`src/rtl/cpu_pkg.sv`:
```
// cpu_pkg: shared encodings for the 5-stage CPU pipeline control
package cpu_pkg;
    localparam int RN_W_DEF = 5;
    localparam logic [1:0] FWD_REG = 2'b00;
    localparam logic [1:0] FWD_EXE = 2'b01;
    localparam logic [1:0] FWD_MEM = 2'b10;
    typedef enum logic {RUN = 1'b0, MUL_WAIT = 1'b1} state_t;
endpackage

```
`src/rtl/hazard_ctrl_if.sv`:
```
// hazard_ctrl_if: ID-stage instruction info in, pipeline hold/flush/forward controls out
interface hazard_ctrl_if
    import cpu_pkg::*;
#(
    parameter int RN_W = RN_W_DEF
);
    logic            id_valid;
    logic [RN_W-1:0] id_rs;
    logic [RN_W-1:0] id_rt;
    logic            id_use_rs;
    logic            id_use_rt;
    logic            id_wreg;
    logic            id_m2reg;
    logic [RN_W-1:0] id_rn;
    logic            id_mul;
    logic            id_branch_taken;
    logic            stall;
    logic            bubble;
    logic            flush;
    logic [1:0]      fwd_a;
    logic [1:0]      fwd_b;
    logic            mul_busy;
    modport master (
        output id_valid, id_rs, id_rt, id_use_rs, id_use_rt, id_wreg, id_m2reg, id_rn, id_mul, id_branch_taken,
        input  stall, bubble, flush, fwd_a, fwd_b, mul_busy
    );
    modport slave (
        input  id_valid, id_rs, id_rt, id_use_rs, id_use_rt, id_wreg, id_m2reg, id_rn, id_mul, id_branch_taken,
        output stall, bubble, flush, fwd_a, fwd_b, mul_busy
    );
endinterface

```
`src/rtl/hazard_match.sv`:
```
// hazard_match: compares one ID source register against the EXE and MEM destination shadows
module hazard_match
    import cpu_pkg::*;
#(
    parameter int RN_W = RN_W_DEF
) (
    input  logic [RN_W-1:0] src,
    input  logic            use_src,
    input  logic [RN_W-1:0] exe_rn,
    input  logic            exe_wreg,
    input  logic [RN_W-1:0] mem_rn,
    input  logic            mem_wreg,
    output logic            exe_hit,
    output logic            mem_hit
);
    logic live;
    assign live    = use_src && src != '0;
    assign exe_hit = live && exe_wreg && exe_rn == src;
    assign mem_hit = live && mem_wreg && mem_rn == src;
endmodule

```
`src/rtl/hazard_ctrl.sv`:
```
// hazard_ctrl: stall/bubble/flush, operand forwarding and multi-cycle multiply sequencing; HAZARD_FWD_EN enables forwarding
module hazard_ctrl
    import cpu_pkg::*;
#(
    parameter int RN_W       = RN_W_DEF,
    parameter int MUL_CYCLES = 4
) (
    input logic          clk,
    input logic          clr,
    hazard_ctrl_if.slave bus
);
    localparam logic       SHORT_MUL = MUL_CYCLES == 2;
    localparam logic [3:0] MUL_LOAD  = 4'(MUL_CYCLES - 2);
    logic [RN_W-1:0] exe_rn, mem_rn;
    logic            exe_wreg, mem_wreg;
    logic            a_exe, a_mem, b_exe, b_mem;
    logic            hz, start, busy, hold, issue, done;
    logic [3:0]      mul_cnt;
    state_t          state, state_n;

    hazard_match #(.RN_W(RN_W)) u_match_rs (
        .src(bus.id_rs), .use_src(bus.id_use_rs),
        .exe_rn(exe_rn), .exe_wreg(exe_wreg), .mem_rn(mem_rn), .mem_wreg(mem_wreg),
        .exe_hit(a_exe), .mem_hit(a_mem)
    );
    hazard_match #(.RN_W(RN_W)) u_match_rt (
        .src(bus.id_rt), .use_src(bus.id_use_rt),
        .exe_rn(exe_rn), .exe_wreg(exe_wreg), .mem_rn(mem_rn), .mem_wreg(mem_wreg),
        .exe_hit(b_exe), .mem_hit(b_mem)
    );

`ifdef HAZARD_FWD_EN
    logic exe_m2reg;
    assign hz        = (a_exe || b_exe) && exe_m2reg;
    assign bus.fwd_a = (a_exe && !exe_m2reg) ? FWD_EXE : a_mem ? FWD_MEM : FWD_REG;
    assign bus.fwd_b = (b_exe && !exe_m2reg) ? FWD_EXE : b_mem ? FWD_MEM : FWD_REG;
    // load flag follows its instruction into EXE; a load there cannot be forwarded yet
    always_ff @(posedge clk) begin
        if (clr) exe_m2reg <= 1'b0;
        else     exe_m2reg <= issue && bus.id_m2reg;
    end
`else
    assign hz        = a_exe || b_exe || a_mem || b_mem;
    assign bus.fwd_a = FWD_REG;
    assign bus.fwd_b = FWD_REG;
`endif

    // multiply sequencing and the shared hold condition; done blocks re-triggering on the finished mul
    always_comb begin
        busy    = state == MUL_WAIT;
        start   = state == RUN && bus.id_valid && bus.id_mul && !hz && !done;
        state_n = start ? (SHORT_MUL ? RUN : MUL_WAIT) : (busy && mul_cnt == 4'd1) ? RUN : state;
        hold    = hz || start || busy;
        issue   = bus.id_valid && !hold;
    end

    assign bus.stall    = hold;
    assign bus.bubble   = hold;
    assign bus.mul_busy = busy;
    assign bus.flush    = bus.id_valid && bus.id_branch_taken && !hold;

    // FSM state, remaining wait cycles (including the current one) and completion marker
    always_ff @(posedge clk) begin
        if (clr) begin
            state   <= RUN;
            mul_cnt <= '0;
            done    <= 1'b0;
        end else begin
            state   <= state_n;
            mul_cnt <= start ? MUL_LOAD : busy ? mul_cnt - 4'd1 : mul_cnt;
            done    <= state_n == RUN && (busy || start);
        end
    end

    // destination shadows: MEM takes EXE, EXE takes the issuing instruction or a NOP
    always_ff @(posedge clk) begin
        if (clr) begin
            exe_rn   <= '0;
            exe_wreg <= 1'b0;
            mem_rn   <= '0;
            mem_wreg <= 1'b0;
        end else begin
            mem_rn   <= exe_rn;
            mem_wreg <= exe_wreg;
            exe_rn   <= issue ? bus.id_rn : '0;
            exe_wreg <= issue && bus.id_wreg;
        end
    end
endmodule

```
`src/flat_wrapper.sv`:
```
// flat-port wrapper written by rule: the top's interface ports become plain ports
module hazard_ctrl_flat import cpu_pkg::*;
#(
    parameter int RN_W       = RN_W_DEF,
    parameter int MUL_CYCLES = 4
)
  (clk, clr, bus_id_valid, bus_id_rs, bus_id_rt, bus_id_use_rs, bus_id_use_rt, bus_id_wreg, bus_id_m2reg, bus_id_rn, bus_id_mul, bus_id_branch_taken, bus_stall, bus_bubble, bus_flush, bus_fwd_a, bus_fwd_b, bus_mul_busy);
  hazard_ctrl_if #(.RN_W(RN_W)) bus_i ();
  input logic clk;
  input logic clr;
  input wire logic [$bits(bus_i.id_valid)-1:0] bus_id_valid;
  input wire logic [$bits(bus_i.id_rs)-1:0] bus_id_rs;
  input wire logic [$bits(bus_i.id_rt)-1:0] bus_id_rt;
  input wire logic [$bits(bus_i.id_use_rs)-1:0] bus_id_use_rs;
  input wire logic [$bits(bus_i.id_use_rt)-1:0] bus_id_use_rt;
  input wire logic [$bits(bus_i.id_wreg)-1:0] bus_id_wreg;
  input wire logic [$bits(bus_i.id_m2reg)-1:0] bus_id_m2reg;
  input wire logic [$bits(bus_i.id_rn)-1:0] bus_id_rn;
  input wire logic [$bits(bus_i.id_mul)-1:0] bus_id_mul;
  input wire logic [$bits(bus_i.id_branch_taken)-1:0] bus_id_branch_taken;
  output wire logic [$bits(bus_i.stall)-1:0] bus_stall;
  output wire logic [$bits(bus_i.bubble)-1:0] bus_bubble;
  output wire logic [$bits(bus_i.flush)-1:0] bus_flush;
  output wire logic [$bits(bus_i.fwd_a)-1:0] bus_fwd_a;
  output wire logic [$bits(bus_i.fwd_b)-1:0] bus_fwd_b;
  output wire logic [$bits(bus_i.mul_busy)-1:0] bus_mul_busy;
  assign bus_i.id_valid = bus_id_valid;
  assign bus_i.id_rs = bus_id_rs;
  assign bus_i.id_rt = bus_id_rt;
  assign bus_i.id_use_rs = bus_id_use_rs;
  assign bus_i.id_use_rt = bus_id_use_rt;
  assign bus_i.id_wreg = bus_id_wreg;
  assign bus_i.id_m2reg = bus_id_m2reg;
  assign bus_i.id_rn = bus_id_rn;
  assign bus_i.id_mul = bus_id_mul;
  assign bus_i.id_branch_taken = bus_id_branch_taken;
  assign bus_stall = bus_i.stall;
  assign bus_bubble = bus_i.bubble;
  assign bus_flush = bus_i.flush;
  assign bus_fwd_a = bus_i.fwd_a;
  assign bus_fwd_b = bus_i.fwd_b;
  assign bus_mul_busy = bus_i.mul_busy;
  hazard_ctrl #(.RN_W(RN_W), .MUL_CYCLES(MUL_CYCLES)) u_core (.clk(clk), .clr(clr), .bus(bus_i));
endmodule
```
`config.mk`:
```
export PLATFORM = sky130hd
export DESIGN_NAME = hazard_ctrl_flat
export DESIGN_NICKNAME = d
export VERILOG_FILES = /design/src/rtl/cpu_pkg.sv /design/src/rtl/hazard_ctrl_if.sv /design/src/rtl/hazard_match.sv /design/src/rtl/hazard_ctrl.sv /design/src/flat_wrapper.sv
export SDC_FILE = /design/constraint.sdc
export NUM_CORES = 1
export LEC_CHECK = 0
export ABC_AREA = 0
export BUFFER_PORTS_ARGS = -buffer_cell sky130_fd_sc_hd__buf_4
export CORE_ASPECT_RATIO = 1.25
export CORE_MARGIN = 10
export CORE_UTILIZATION = 40
export DETAILED_ROUTE_END_ITERATION = 10
export GPL_ROUTABILITY_DRIVEN = 0
export GPL_TIMING_DRIVEN = 0
export PLACE_DENSITY = 0.74
export SYNTH_ARGS = -nofsm -noshare
export SYNTH_HDL_FRONTEND = slang
export SYNTH_SLANG_ARGS = --single-unit
```
`constraint.sdc`:
```
create_clock -name clk -period 2.58 [get_ports clk]
set_input_delay 0.129 -clock clk [delete_from_list [all_inputs] [get_ports clk]]
set_output_delay 0.129 -clock clk [all_outputs]
set_load 0.03 [all_outputs]
```
==> results.toml, run 1 <==
[outcome]
status = "complete, no violations"

[final_layout]
final_common_cell = "buf_4"
area_growth_pct = 28.6
nets = 158
multi_input_comb_area_um2 = 574
antennaDiodeCount = 0
layout_common_cells = "buf_4 (31), dfxtp_1 (18), xor2_1 (16)"
ff_latch_area_um2 = 360
drive_gt1_share_pct = 32.8
fillers = 233
fin_util_pct = 53.1

[die]
core_um2 = 2400
row_count = 20
fp.dieArea_um2 = 4890
start_util_pct = 41.3
io_pins = 32
die_h_um = 75.7
die-width_um = 64.5

[synth]
synth_top_area_share_pct = 36.3
synth_mux_area_share_pct = 0
synth.area.top_cells = "dfxtp_1 (36%), xor2_1 (14%), and4b_1 (6.1%)"
synthAdderAreaFrac_pct = 2.52
async_flop_share_pct = 0
ys.flop_type = "dfxtp_1"
synth_warnings = 0
synth-seq-area-share_pct = 36.3
syn-cell-area_um2 = 992
synthXorXnorAreaFrac_pct = 19.4
synthSimpleGateAreaFrac_pct = 23.0
ys_types = 32
synth_compound_area_share_pct = 11.5
synth_top_family_by_area = "simple AND/OR/NAND/NOR gates"
synth_edf_count = 0
ys_ff_latch = 18
netlist_instances = 98
yosysTopAreaCell = "dfxtp_1"
avgSynthCellArea_um2 = 10.1

[timing]
finalClockSkew_ns = 0.00207
tightestPinTransition_ns = 0.664
fin_crit_ns = 2.13
fmax_ghz = 0.469
max_slew_margin_pct = 55.7
timing.final.ws_setup_ns = 0.450
rsz0062_at_grt = "no"
setup_tns_ns = 0
setup_viol = 0
hold_viol_final = 0
final_max_slew_viol_count = 0
min_period_over_period_pct = 82.6
hold_slack_ns = 0.0483

[global_route]
antenna_found_initial = 0
track_usage_pct = 9.91
grt.overflow.total = 0
grt_pass1_vias = 880
grt_pass1_wl_mm = 3.82
grt_max_degree = 11

[worst_setup_path]
crit_required_ns = 2.45
crit_path_max_incr_delay_ns = 0.35
crit_path_end_kind = "output pin"
crit_chain = "xor2_1 > nor4_1 > a32oi_1 > o22a_2 > buf_6 > and3_1 > buf_4"
slowest_stage = "nor4_1"
critical_path_class = "reg2out"
worstPathMaxFanout = 10
crit_family = "simple AND/OR/NAND/NOR gates"
critPathLaunchType = "register"
worst-path-buf-inv = 2
critPathArrivalTime_ns = 2.00

[drt]
wl_per_cell_um = 13.5
routed-via-count = 810
routed_wl_mm = 2.22
remaining_drc_errors = 0
drtIter0Drc = 33
drtPass1Iterations = 4
ant_nets = 0
viasPerCell = 4.94

[cts]
clk_latency_ns = 0.29
clockRootBuffer = "clkbuf_4"
cts.path.max_buffers = 2
postCtsHoldBufs = 0
h-tree-depth = 1
cts-buffers-inserted = 3
cts_sinks = 18
postCtsSetupRepairBufs = 0
clkSlewWorstSetupHoldPaths_ns = 0.09
cts.repair.resized = 0
cts_tree = "yes"

[place]
dpl.hpwl_mm = 1.89
io_buffers = 26
pre_cts_slack_ns = 0.735

[run]
maxCapViolations = 0

[power]
p_leak_nw = 0.570
ir_drop_mv = 0.256
power_density_nw_per_um2 = 469

[min_path]
min_path_type = "in2reg"
-- through the flow --
step | cells | cell area (um2) | total power [W]
after global placement | 160 | 1240 | 0.000434
after floorplan | 101 | 1000 | 0.000384
after global routing | 164 | 1280 | 0.000633
final | 164 | 1280 | 0.000598
after detailed placement | 160 | 1240 | 0.000437
after CTS | 164 | 1280 | 0.000609
-- worst reg2reg max path, stage by stage (launching register included) --
cell and delay, ns:
dfxtp_1 0.34, xor2_1 0.14, nor4_1 0.35, a32oi_1 0.19, o22a_2 0.23, buf_6 0.14
a311oi_2 0.23
-- registers in the layout, indices dropped and copies added, names as in the netlist --
name                 flops
u_core.exe_rn            5
u_core.mem_rn            5
u_core.mul_cnt           4
u_core.bus.mul_busy      1
u_core.done              1
u_core.exe_wreg          1
u_core.mem_wreg          1
-- Yosys cell counts (2+ instances only) --
cell type / instances
nor2_1: 2
nor4_1: 4
and3_1: 2
nor2b_1: 8
and4b_1: 6
a311oi_2: 2
buf_4: 5
ha_1: 2
a32oi_1: 2
or4_1: 2
and2_1: 3
xnor2_1: 6
o21ai_1: 2
dfxtp_1: 18
xor2_1: 16
inv_1: 2
-- power by group --
| part | switching, W | internal, W | leakage, nW | total (W) |
|---|---|---|---|---|
| sequential | 0.0000102 | 0.000289 | 0.146 | 0.000299 |
| combinational | 0.0000656 | 0.0000657 | 0.403 | 0.000131 |
| clock | 0.0000820 | 0.0000860 | 0.0210 | 0.000168 |
| total | 0.000158 | 0.000441 | 0.570 | 0.000598 |
-- layer usage --
metal | up-vias | share of wire (%) | wire length, um | track usage (%)
met4 | 0 | 1.9 | 42 | 5.00
li1 | 408 | - | - | -
met5 | - | 0 | 0 | 0
met2 | 22 | 52 | 1150 | 19.1
met1 | 375 | 37 | 821 | 8.67
met3 | 5 | 8.9 | 197 | 4.12
-- path summary, 6_finish.rpt --
path / start / to / slack, ns / depth (start not counted)
setup / recovery: u_core.mem_rn[4] / bus_flush / 0.45 / 7
hold / removal: clr / u_core.mem_rn[0] / 0.05 / 2
setup reg to reg: u_core.mem_rn[4] / u_core.mul_cnt[3] / 0.88 / 6
hold reg to reg: u_core.exe_wreg / u_core.mem_wreg / 0.48 / 1
-- area by class of cell --
type                    instances  area share (%)
inverters                       3           0.882
multi-input cells              72            45.0
plain buffers                   8            4.51
repair buffers                 26            15.3
well taps                      33            3.24
clock buffers                   4            2.84
flip-flops and latches         18            28.2
-- logic make-up (layout without fill, tap and decap cells) --
group	Yosys count	in the layout
compound gates	12	12
xor+xnor	22	22
fa+ha+maj	2	2
buf+inv	11	41
flops	18	18
other cells	1	4
simple gates	32	32
No activity file was read; power rests on OpenSTA's default activity.
==> run 2, diff against run 1 <==
--- a/config.mk
+++ b/config.mk
@@ -13,7 +13,7 @@
 export DETAILED_ROUTE_END_ITERATION = 10
 export GPL_ROUTABILITY_DRIVEN = 0
 export GPL_TIMING_DRIVEN = 0
-export PLACE_DENSITY = 0.74
+export PLACE_DENSITY = 0.77
 export SYNTH_ARGS = -nofsm -noshare
 export SYNTH_HDL_FRONTEND = slang
 export SYNTH_SLANG_ARGS = --single-unit
==> constraint.sdc (replaced) <==
create_clock -name clk -period 1.9 [get_ports clk]
set_input_delay 0.095 -clock clk [delete_from_list [all_inputs] [get_ports clk]]
set_output_delay 0.095 -clock clk [all_outputs]
set_load 0.03 [all_outputs]
==> results.toml, run 2 (synthesized netlist as in run 1, its figures left out) <==
[power]
p_leak_nw = 0.588
power_density_nw_per_um2 = 622
ir_drop_mv = 0.419

[global_route]
grt.overflow.total = 0
track_usage_pct = 9.48
grt_max_degree = 11
antenna_found_initial = 0
grt_pass1_vias = 832
grt_pass1_wl_mm = 3.71

[cts]
cts_sinks = 18
postCtsHoldBufs = 0
cts.path.max_buffers = 2
h-tree-depth = 1
clockRootBuffer = "clkbuf_4"
clk_latency_ns = 0.29
cts-buffers-inserted = 3
clkSlewWorstSetupHoldPaths_ns = 0.10
cts_tree = "yes"

[worst_setup_path]
worst-path-buf-inv = 1
r2r_cells = 7
slowest_stage = "dfxtp_2"
crit_required_ns = 1.80
critPathArrivalTime_ns = 1.80
crit_cells = 6
critPathLaunchType = "register"
critical_path_class = "reg2out"
crit_path_end_kind = "output pin"
worstPathMaxFanout = 3
crit_family = "simple AND/OR/NAND/NOR gates"
crit_chain = "xor2_2 > nor4_2 > a32oi_1 > o22a_2 > and3_4 > buf_6"
crit_path_max_incr_delay_ns = 0.35

[drt]
routed-via-count = 823
ant_nets = 0
top_layer = "met4"
wl_per_cell_um = 13.9
drtPass1Iterations = 3
wl_met2_mm = 1.18
wl_met3_um = 149
drt-met1-wl_um = 951
remaining_drc_errors = 0
drtIter0Drc = 27
viasPerCell = 4.93
routed_wl_mm = 2.33

[die]
fp.dieArea_um2 = 4890
io_pins = 32
start_util_pct = 41.3
row_count = 20
core_um2 = 2400
die_h_um = 75.7
die-width_um = 64.5

[final_layout]
area_growth_pct = 34.6
fin_util_pct = 55.6
stdcell_count = 167
layout_common_cells = "buf_4 (32), dfxtp_1 (16), xor2_1 (15)"
top_regs = "u_core.exe_rn: 5 flops, u_core.mem_rn: 5 flops, u_core.mul_cnt: 4 flops"
antennaDiodeCount = 0
nets = 161
drive_gt1_share_pct = 39.6
final_common_cell = "buf_4"

[timing]
rsz0062_at_grt = "yes"
final_max_slew_viol_count = 0
setup_viol = 0
hold_viol_final = 0
fin_crit_ns = 1.89
finalClockSkew_ns = 0.00540
min_period_over_period_pct = 99.5
hold_slack_ns = 0.00563
fmax_ghz = 0.529

[place]
io_buffers = 26
dpl.hpwl_mm = 1.87
dp_cells = 160

[run]
maxCapViolations = 0

[min_path]
min_path_type = "in2reg"
whs_path_depth = 2

[outcome]
status = "complete, no violations"
==> run 2: path summary, 6_finish.rpt <==
| check | endpoint | slack, ns | start |
|---|---|---|---|
| worst max-delay path | bus_flush | 0.009 | u_core.mem_rn[2] |
| worst min-delay path | u_core.mem_rn[0] | 0.006 | clr |
| worst max register to register | u_core.mul_cnt[3] | 0.11 | u_core.mem_rn[2] |
| worst min register to register | u_core.mem_wreg | 0.48 | u_core.exe_wreg |
==> run 2: per-layer routing <==
metal  global-route usage, %  vias up
li1                        -      410
met3                    2.65        5
met5                       0        -
met2                    17.2       21
met1                    9.75      387
met4                    5.00        0
==> run 2: worst reg2reg max path: cells and delay by family (launching register included) <==
kind | cells | cell delay, ns
buffers and inverters | 2 | 0.28
AOI/OAI and AO/OA | 3 | 0.64
xor gates and xnor gates | 1 | 0.14
and+or+nand+nor | 1 | 0.30
DFF | 1 | 0.35
==> run 2: cell type report <==
type / instances / area, um2
Fill cell: 229 / 1070
Tap cell: 33 / 41.3
Clock buffer: 4 / 36.3
Buffer: 7 / 50.0
Timing Repair Buffer: 30 / 233
Multi-Input combinational cell: 72 / 601
Sequential cell: 18 / 363
Inverter: 3 / 11.3
==> run 2: power by group <==
part           leakage, nW  internal [W]  total, W  switching (W)
clock network       0.0210      0.000117  0.000234       0.000117
registers            0.147      0.000392  0.000407      0.0000143
logic                0.420     0.0000961  0.000190      0.0000942
==> run 2: what timing repair did <==
action                                  in CTS  in global routing
endpoints found under the setup margin       3                  3
resized for setup                            7                  3
endpoints found under the hold margin        0                  0
setup buffers                                3                  1
pin swaps                                    5                  4
==> run 2: stage by stage <==
step / setup WS (ns) / power [W] / setup TNS [ns] / cell area, um2
global route: -0.0956 / 0.000870 / -0.227 / 1340
global placement: 0.131 / 0.000590 / 0 / 1240
finish: 0.00877 / 0.000831 / 0 / 1340
CTS: -0.0345 / 0.000831 / -0.0634 / 1320
detailed placement: 0.124 / 0.000595 / 0 / 1240
floorplan: 0.150 / 0.000522 / 0 / 1000
